<file path="src/rtl/runway_light_pkg.sv">
// Purpose: shared types and the CALM pattern helper for the runway light sequencer.
// Latency: n/a (types and a pure function only).
// Backpressure: n/a.
package runway_light_pkg;

  // Switch encoding of the requested animation mode.
  typedef enum logic [1:0] {
    CALM      = 2'b00,
    CHASE_R2L = 2'b01,
    CHASE_L2R = 2'b10,
    HOLD      = 2'b11
  } mode_t;

  // CALM_A / CALM_B name the pattern shown on the NEXT calm step.
  typedef enum logic [1:0] {
    CALM_A = 2'b00,
    CALM_B = 2'b01,
    CHASE  = 2'b10
  } state_t;

  // Phase 0 = pattern A (both end lamps), phase 1 = pattern B (all interior lamps).
  // Returned 32 bits wide; callers truncate to their lamp count.
  function automatic logic [31:0] calm_pattern(input logic phase, input int n);
    logic [31:0] ends;
    logic [31:0] mask;
    ends = 32'd1 | (32'd1 << (n - 1));
    mask = (n >= 32) ? '1 : ((32'd1 << n) - 32'd1);
    return phase ? (mask & ~ends) : ends;
  endfunction

endpackage

</file>
<file path="src/rtl/runway_tick_gen.sv">
// Purpose: step prescaler; fires tick once every TICK_CYCLES enabled clocks.
// Latency: tick is combinational, high during the TICK_CYCLES-th enabled cycle.
// Backpressure: enable = 0 holds the count and suppresses tick.
// Ports: clock, reset (async, active-high), enable, tick.
module runway_tick_gen #(
  parameter  int TICK_CYCLES = 12_500_000,
  localparam int CNT_W       = $clog2(TICK_CYCLES)
) (
  input  logic clock,
  input  logic reset,
  input  logic enable,
  output logic tick
);

  logic [CNT_W-1:0] count_q;
  logic             at_end;

  assign at_end = (count_q == CNT_W'(TICK_CYCLES - 1));
  assign tick   = enable && at_end;

  always_ff @(posedge clock or posedge reset) begin
    if (reset) begin
      count_q <= '0;
    end else if (enable) begin
      count_q <= at_end ? '0 : count_q + CNT_W'(1);
    end
  end

endmodule

</file>
<file path="src/rtl/runway_light_seq.sv">
// Purpose: runway light sequencer: CALM alternation, R2L/L2R chase, HOLD freeze.
// Latency: lights/cur_mode update on the tick edge; step is high the following cycle.
// Backpressure: enable = 0 freezes the prescaler, so no step and no light change.
// Ports: clock, reset (async, active-high), mode[1:0], enable,
//        lights[N_LIGHTS-1:0] (bit 0 = rightmost), step, cur_mode[1:0].
module runway_light_seq
  import runway_light_pkg::*;
#(
  parameter int N_LIGHTS    = 3,
  parameter int TICK_CYCLES = 12_500_000
) (
  input  logic                clock,
  input  logic                reset,
  input  logic [1:0]          mode,
  input  logic                enable,
  output logic [N_LIGHTS-1:0] lights,
  output logic                step,
  output logic [1:0]          cur_mode
);

  localparam int POS_W = $clog2(N_LIGHTS);
  localparam logic [POS_W-1:0]    LAST_POS = POS_W'(N_LIGHTS - 1);
  localparam logic [N_LIGHTS-1:0] PAT_A    = N_LIGHTS'(calm_pattern(1'b0, N_LIGHTS));
  localparam logic [N_LIGHTS-1:0] PAT_B    = N_LIGHTS'(calm_pattern(1'b1, N_LIGHTS));
  localparam logic [N_LIGHTS-1:0] LAMP0    = N_LIGHTS'(1);

  logic                tick;
  mode_t               m_req;
  state_t              state_q, state_d;
  mode_t               cur_mode_q, cur_mode_d;
  logic [POS_W-1:0]    pos_q, pos_d;
  logic [N_LIGHTS-1:0] lights_q, lights_d;
  logic                step_q;

  runway_tick_gen #(
    .TICK_CYCLES(TICK_CYCLES)
  ) u_tick_gen (
    .clock (clock),
    .reset (reset),
    .enable(enable),
    .tick  (tick)
  );

  assign m_req = mode_t'(mode);

  always_ff @(posedge clock or posedge reset) begin
    if (reset) begin
      state_q    <= CALM_A;
      cur_mode_q <= CALM;
      pos_q      <= '0;
      lights_q   <= '0;
      step_q     <= 1'b0;
    end else begin
      state_q    <= state_d;
      cur_mode_q <= cur_mode_d;
      pos_q      <= pos_d;
      lights_q   <= lights_d;
      step_q     <= tick;
    end
  end

  always_comb begin
    state_d    = state_q;
    cur_mode_d = cur_mode_q;
    pos_d      = pos_q;
    lights_d   = lights_q;

    // HOLD still lets step pulse (step_q follows tick) but freezes everything else.
    if (tick && (m_req != HOLD)) begin
      if (m_req != cur_mode_q) begin
        // Mode change: restart at the new mode's start pattern.
        cur_mode_d = m_req;
        case (m_req)
          CHASE_R2L: begin
            pos_d   = '0;
            state_d = CHASE;
          end
          CHASE_L2R: begin
            pos_d   = LAST_POS;
            state_d = CHASE;
          end
          default: begin
            lights_d = PAT_A;
            state_d  = CALM_B;
          end
        endcase
      end else begin
        case (state_q)
          CALM_A: begin
            lights_d = PAT_A;
            state_d  = CALM_B;
          end
          CALM_B: begin
            lights_d = PAT_B;
            state_d  = CALM_A;
          end
          CHASE: begin
            if (cur_mode_q == CHASE_R2L) begin
              pos_d = (pos_q == LAST_POS) ? '0 : pos_q + POS_W'(1);
            end else begin
              pos_d = (pos_q == '0) ? LAST_POS : pos_q - POS_W'(1);
            end
          end
          default: begin
            state_d = CALM_A;
          end
        endcase
      end
      if (state_d == CHASE) begin
        lights_d = LAMP0 << pos_d;
      end
    end
  end

  assign lights   = lights_q;
  assign step     = step_q;
  assign cur_mode = cur_mode_q;

endmodule

</file>
<file path="config.mk">
export PLATFORM = sky130hd
export DESIGN_NAME = runway_light_seq
export DESIGN_NICKNAME = d
export VERILOG_FILES = /design/src/rtl/runway_light_pkg.sv /design/src/rtl/runway_tick_gen.sv /design/src/rtl/runway_light_seq.sv
export SDC_FILE = /design/constraint.sdc
export NUM_CORES = 1
export LEC_CHECK = 0
export ABC_AREA = 1
export BUFFER_PORTS_ARGS = -buffer_cell sky130_fd_sc_hd__buf_2
export CAP_MARGIN = 20
export CORE_AREA = 2 2 104 81
export DETAILED_ROUTE_END_ITERATION = 6
export DIE_AREA = 0 0 106 83
export HOLD_SLACK_MARGIN = 0.12
export SETUP_SLACK_MARGIN = 0.02
export SLEW_MARGIN = 20
export SYNTH_ARGS = -nofsm -noshare
export SYNTH_HDL_FRONTEND = slang
export SYNTH_HIERARCHICAL = 1
export SYNTH_SLANG_ARGS = --single-unit
</file>
<file path="constraint.sdc">
create_clock -name clock -period 2.5 [get_ports clock]
set_input_delay 0 -clock clock [delete_from_list [all_inputs] [get_ports clock]]
set_output_delay 0 -clock clock [all_outputs]
set_load 0.02 [all_outputs]
</file>
==> impl_results.md, run 1 <==
* Crit path launch type: register
* Mapped Area at 0.00226 mm²
* Synth Instances at 322
* Worst-case clock buffer depth at 2
* Ys Warns at 6
* Crit. End Element: register
* Status: finished clean
* Worst VDD drop at 181 µV
* Post-synth top area share at 37.6%
* Ys async rst share at 100%
* Layout overhead on the synthesized area at 14.6%
* DR vias at 1899
* H-Tree Depth at 2
* Achievable Freq at 0.540 GHz
* Post_cts resized at 0
* Hold Crit Class: input pin to asynchronous set/reset pin
* Effective utilization at floorplan at 29.2%
* Setup TNS at 0 ns
* Area leader, netlist: dfrtp_1
* Met2 routed WL at 1.90 mm
* Final wirelength at 4.52 mm
* Final Setup Violations at 0
* Die area at 0.00880 mm²
* Clock sink total at 34
* Routed met1 length at 2.40 mm
* Clk slew on worst S/H paths at 0.07 ns
* Number of diodes at 0
* Slew Limit Fails at 0
* Skew-Pair Late Insertion Delay at 0.28 ns
* LEAKAGE at 1.36 nW
* #FFs+latches synth at 34
* Fin area at 0.00259 mm²
* Critical Path Max Stage Delay at 0.45 ns
* Final min period at 1.85 ns
* Synth Net Count at 333
* RSZ-0062 raised after global routing: false
* Top Metal Used: met4
* Area contributors post-synth: dfrtp_1, nand2_1, inv_1
* Via/cell ratio at 4.24
* GRT Overall Usage at 11.4%
* Seq/Total Area, Yosys at 37.6%
* Commonest cells post-synth: nand2_1, inv_1, nor2_1, dfrtp_1, nand3_1
* Period utilization at 74.1%
* Filler cell count at 802
* PwrDens at 572 mW/mm²
* Core ar. at 0.00774 mm²
* Vias in the first global route at 1812
* Delay-heaviest family, CP: simple AND/OR/NAND/NOR gates
* FP Rows at 28
* Worst-margin pin slew at 0.514 ns
* Gp weighted congestion at 0.824
* Share of layout cells above drive strength 1 at 17.2%
* Initial antenna violation count at 0
* CP arrival at 2.02 ns
* Hold Vio Cnt, Final at 0
* Die H at 83 µm
* CP max FO at 9
* # port buffers at 10
* Worst Skew at 0.00436 ns
* Num ports at 11
* # Max-Cap Violations at 0
* CTS tree: built
* Most frequent cell after synthesis: nand2_1
* CTS Root Cell: clkbuf_8
* Ys flop type: dfrtp_1
* Detailed Place HPWL at 3.50 mm
* Residual DRC at 0
* DRT Pass-1 Iters at 6
* Cell variety after synth at 26
* Buf+Inv Stages, Crit Path at 4
* Critical path class: register to register
* Crit path required time at 2.67 ns
* Synth Area per Inst at 7.03 µm²
* Num CTS Buffers at 5
* Final ANT Viol Nets at 0
* Starting DRT DRC Count at 78
* Gr ovfl total at 0
* WL/cell at 10.1 µm
* DIE WIDTH at 106 µm
* Final net count at 353
* Largest net degree at the start of global routing at 25
* Relative slew slack at 65.7%
* Crit-path cells: inv_1, nand2_1, nor2_1, nand2_1, nor2_1, nand3_1, inv_1, inv_1, nor2_2, inv_1, o21ai_0, o21ai_1
* Post-synth EDFFs at 0
* Most frequent CP cell: inv_1
* CP max-delay cell: dfrtp_1
* Metal3 WL at 146 µm
* Placed Area at 0.00243 mm²
* First-pass GRT wire length at 8.18 mm
[timing repair]
action | 4_1_cts | 5_1_grt
hold buffers | 4 | 0
hold endpoints to repair | 40 | 0
setup buffers | 0 | 0
[through the flow]
step | utilization, % | power (mW) | cells | setup slack [ns] | hold slack, ns
floorplan | - | 0.917 | 322 | 0.887 | -0.160
global placement | 31.4 | 0.977 | 435 | 0.675 | 0.0260
detailed placement | 31.4 | 0.981 | 435 | 0.642 | 0.0261
CTS | 33.3 | 1.50 | 447 | 0.633 | 0.263
global route | 33.5 | 1.59 | 448 | 0.272 | 0.312
finish | 33.5 | 1.48 | 448 | 0.648 | 0.248
[worst paths after layout]
check,from,to,slack (ns),depth (start not counted)
worst max-delay path,u_tick_gen/count_q[14],pos_q[0],0.65,12
worst min-delay path,reset,state_q[0],0.25,3
worst max register to register,u_tick_gen/count_q[14],pos_q[0],0.65,12
worst min register to register,lights[0],lights[0],0.49,2
max in group asynchronous,reset,u_tick_gen/count_q[6],1.74,4
min in group clock,lights[0],lights[0],0.49,2
[kinds of logic after synthesis]
family / Yosys count / share of synthesized area (%)
AND/OR/NAND/NOR: 195 / 41.0
buffers and inverters: 63 / 10.9
flip-flops: 34 / 37.6
AO/OA/AOI/OAI: 15 / 3.65
XOR/XNOR: 9 / 3.48
adder cells (fa/ha/maj): 6 / 3.32
[sequential cells by signal (all words and copies together) (netlist names)]
name	count
u_tick_gen/count_q	24
lights	3
cur_mode	2
pos_q	2
state_q	2
step	1
[cell type report]
type / count / area, µm² / area share, %
clock inverters: 2 / 37.5 / 1.45
multi-input cells: 225 / 1160 / 44.9
inverters: 61 / 231 / 8.92
flip-flops and latches: 34 / 851 / 32.8
repair buffers: 15 / 105 / 4.05
clock buffers: 6 / 72.6 / 2.80
well taps: 105 / 131 / 5.07
[power by group]
group	leakage (nW)	switching (mW)	internal, mW
logic	0.908	0.178	0.108
clock network	0.0514	0.206	0.297
registers	0.400	0.0812	0.612
[worst min-delay path: stages]
cell	delay, ns
dlygate4sd3_1	0.53
buf_2	0.13
inv_1	0.29
[routing by layer]
| layer | GRT usage, % | vias to the layer above |
|---|---|---|
| li1 | - | 1000 |
| met1 | 16.3 | 863 |
| met2 | 16.9 | 30 |
| met3 | 2.67 | 6 |
| met4 | 3.71 | 0 |
| met5 | 0 | - |
[layout by cell type, fill, tap and decap left out, types with 2 or more instances in the layout]
cell and count:
nor2_2 4, ha_1 6, nand2_4 5, nand2_2 10
o21ai_0 8, nor2_1 44, nand2_1 97, inv_2 6
inv_1 53, nor2_4 7, xnor2_1 3, nand3_2 6
xor2_1 6, dfrtp_1 34, o21ai_1 2, a21oi_1 2
buf_2 10, nand3_1 17, clkbuf_8 5, dlygate4sd3_1 4
nand4_1 4
Note: power is estimated with default switching activity, not from simulation.
==> inputs of run 2 (changes only) <==
--- a/config.mk
+++ b/config.mk
@@ -5,12 +5,12 @@
 export SDC_FILE = /design/constraint.sdc
 export NUM_CORES = 1
 export LEC_CHECK = 0
-export ABC_AREA = 1
+export ABC_AREA = 0
 export BUFFER_PORTS_ARGS = -buffer_cell sky130_fd_sc_hd__buf_2
 export CAP_MARGIN = 20
-export CORE_AREA = 2 2 104 81
+export CORE_AREA = 2 2 95 74
 export DETAILED_ROUTE_END_ITERATION = 6
-export DIE_AREA = 0 0 106 83
+export DIE_AREA = 0 0 97 76
 export HOLD_SLACK_MARGIN = 0.12
 export SETUP_SLACK_MARGIN = 0.02
 export SLEW_MARGIN = 20
==> constraint.sdc (replaced) <==
create_clock -name clock -period 1.8 [get_ports clock]
set_input_delay 0 -clock clock [delete_from_list [all_inputs] [get_ports clock]]
set_output_delay 0 -clock clock [all_outputs]
set_load 0.02 [all_outputs]
==> run 2 against run 1 <==
  * The run now ends with negative setup slack left
  * Critical endpoint is now u_tick_gen/count_q[21]
  * Critical path type unchanged
  * Wire length is 0.75% higher
  * Combinational power up 59%
  * Count of clock-buffer cells in the layout did not move
  * Setup slack got worse by 0.71 ns
  * Worst hold slack got worse by 0.11 ns
  * Highest routed layer unchanged
==> impl_results.md, run 2 <==
* DIE WIDTH at 97 µm
* Most frequent cell after synthesis: dfrtp_1
* # Max-Cap Violations at 0
* Placed Area at 0.00236 mm²
* Crit path launch type: register
* Setup slack after layout at -0.0636 ns
* CP max FO at 5
* Effective utilization at floorplan at 28.6%
* Status: complete, but fails checks
* #FFs+latches synth at 34
* Overall power at 1.94 mW
* RSZ-0062 raised after global routing: true
* Initial antenna violation count at 0
* Commonest cells post-synth: dfrtp_1, nand2_1, a21oi_1, inv_1, xnor2_1
* Critical path class: register to register
* Seq/Total Area, Yosys at 45.5%
* Final Setup Violations at 10
* Num CTS Buffers at 5
* Num ports at 11
* Die H at 76 µm
* Detailed Place HPWL at 3.25 mm
* Mapped Area at 0.00187 mm²
* Hold Crit Class: input pin to register
* Final net count at 273
* Area leader, netlist: dfrtp_1
* Cell variety after synth at 41
* H-Tree Depth at 2
* Starting DRT DRC Count at 79
* CTS tree: built
* Vias in the first global route at 1636
* Largest net degree at the start of global routing at 25
* Worst VDD drop at 258 µV
* Most frequent cells in the layout: buf_4, dfrtp_1, nand2_1
* Synth Instances at 200
* Synth Net Count at 211
* Residual DRC at 0
* First-pass GRT wire length at 7.71 mm
* Skew-Pair Late Insertion Delay at 0.28 ns
* Post-synth EDFFs at 0
* Die area at 0.00737 mm²
* GRT Overall Usage at 12.6%
* Layout overhead on the synthesized area at 43.6%
* Via/cell ratio at 4.84
* Gp weighted congestion at 0.857
* CTS Root Cell: clkbuf_8
* Core ar. at 0.00654 mm²
* # port buffers at 10
* Period utilization at 104%
* Final ANT Viol Nets at 0
* Slew Limit Fails at 0
* Fin area at 0.00269 mm²
* Crit path required time at 2.02 ns
* Filler cell count at 653
* Hold Vio Cnt, Final at 0
* Violated checks: negative setup slack
* Clk slew on worst S/H paths at 0.07 ns
* Gr ovfl total at 0
* Crit. End Element: register
* LEAKAGE at 1.20 nW
* Final min period at 1.86 ns
* Ys Warns at 6
* WL/cell at 13.1 µm
* Worst Skew at 0.00865 ns
* Ys flop type: dfrtp_1
* DR vias at 1680
* PwrDens at 724 mW/mm²
* FP Rows at 26
* CP arrival at 2.08 ns
* Worst-case clock buffer depth at 2
* Max reg flops at 24
* Post-synth top area share at 45.5%
* Worst-margin pin slew at 0.415 ns
* Clock sink total at 34
* Commonest non-fill, non-tap cell in the layout: buf_4
* DRT Pass-1 Iters at 4
* Share of layout cells above drive strength 1 at 40.7%
* Area contributors post-synth: dfrtp_1, xnor2_1, nand2_1
* Number of diodes at 0
* Achievable Freq at 0.537 GHz
* Relative slew slack at 71.5%
* Setup TNS at -0.424 ns
* Top reg by flops: u_tick_gen/count_q
* Synth Area per Inst at 9.35 µm²
* Ys async rst share at 100%
* Final wirelength at 4.55 mm
-- run 2: cell types whose count changed after synthesis, moves of 8 or more --
cell     change
or3_1        +8
xnor2_1      +8
inv_1       -41
a21oi_1     +12
nand2_2     -10
nor2_1      -36
nand3_1      -8
nand2_1     -74
-- run 2: final timing paths --
kind                                       startpoint                      to  slack [ns]  cells past startpoint
min in group asynchronous                       reset               lights[0]        0.26                      3
worst min register to register              lights[2]               lights[2]        0.52                      2
worst max-delay path            u_tick_gen/count_q[9]  u_tick_gen/count_q[21]       -0.06                      5
max in group asynchronous                       reset  u_tick_gen/count_q[15]        1.24                      4
worst max register to register  u_tick_gen/count_q[9]  u_tick_gen/count_q[21]       -0.06                      5
worst min-delay path                           enable   u_tick_gen/count_q[5]        0.14                      3
-- run 2: cell families after synthesis --
kind of cell,count (synthesis),share of synthesized area [%]
AO/OA/AOI/OAI,43,14.6
XOR/XNOR,15,7.03
adder cells (fa/ha/maj),6,4.02
buffers and inverters,18,3.81
flip-flops,34,45.5
multiplexers,2,1.07
AND/OR/NAND/NOR,82,24.0
-- run 2: cell type report --
cell class / count / area (µm²) / share of cell area, %
Multi-Input combinational cell: 148 / 1120 / 41.7
Sequential cell: 34 / 851 / 31.7
Timing Repair Buffer: 61 / 469 / 17.5
Tap cell: 84 / 105 / 3.91
Clock buffer: 6 / 82.6 / 3.08
Inverter: 12 / 45.0 / 1.68
Clock inverter: 2 / 12.5 / 0.466
-- run 2: repair_timing --
action / 4_1_cts / 5_1_grt
hold buffers: 4 / 0
setup endpoints to repair: 13 / 23
buffers inserted: 0 / 4
pin swaps: 9 / 12
hold endpoints to repair: 41 / 0
resized for setup: 9 / 33
-- run 2: worst max-delay path, stage by stage (launching register included) --
cell and delay, ns:
dfrtp_1 0.36, buf_4 0.13, nand2_2 0.06, or4_4 0.60
or4_4 0.51, a21oi_2 0.13
-- run 2: power breakdown --
group | switching (mW) | internal, mW | total, mW | leakage [nW]
Combinational | 0.231 | 0.225 | 0.457 | 0.713
Sequential | 0.0637 | 0.837 | 0.901 | 0.444
Clock | 0.280 | 0.307 | 0.587 | 0.0472
Total | 0.575 | 1.37 | 1.94 | 1.20
-- run 2: through the flow --
| stage | worst slack [ns] | hold WS (ns) | utilization (%) | cells |
|---|---|---|---|---|
| global placement | -0.0573 | 0.0268 | 36.1 | 331 |
| global route | -0.194 | 0.165 | 41.1 | 347 |
| finish | -0.0636 | 0.137 | 41.1 | 347 |
| floorplan | -0.125 | -0.160 | - | 200 |
| detailed placement | -0.120 | 0.0326 | 36.1 | 331 |
| CTS | -0.0740 | 0.130 | 38.6 | 343 |
-- run 2: routing by layer --
layer / part of all wire [%] / global-route usage (%) / up-vias
met2: 47 / 18.8 / 20
met4: 0.88 / 4.65 / 0
met1: 50 / 18.4 / 813
li1: - / - / 845
met3: 2.3 / 2.20 / 2
met5: 0 / 0 / -
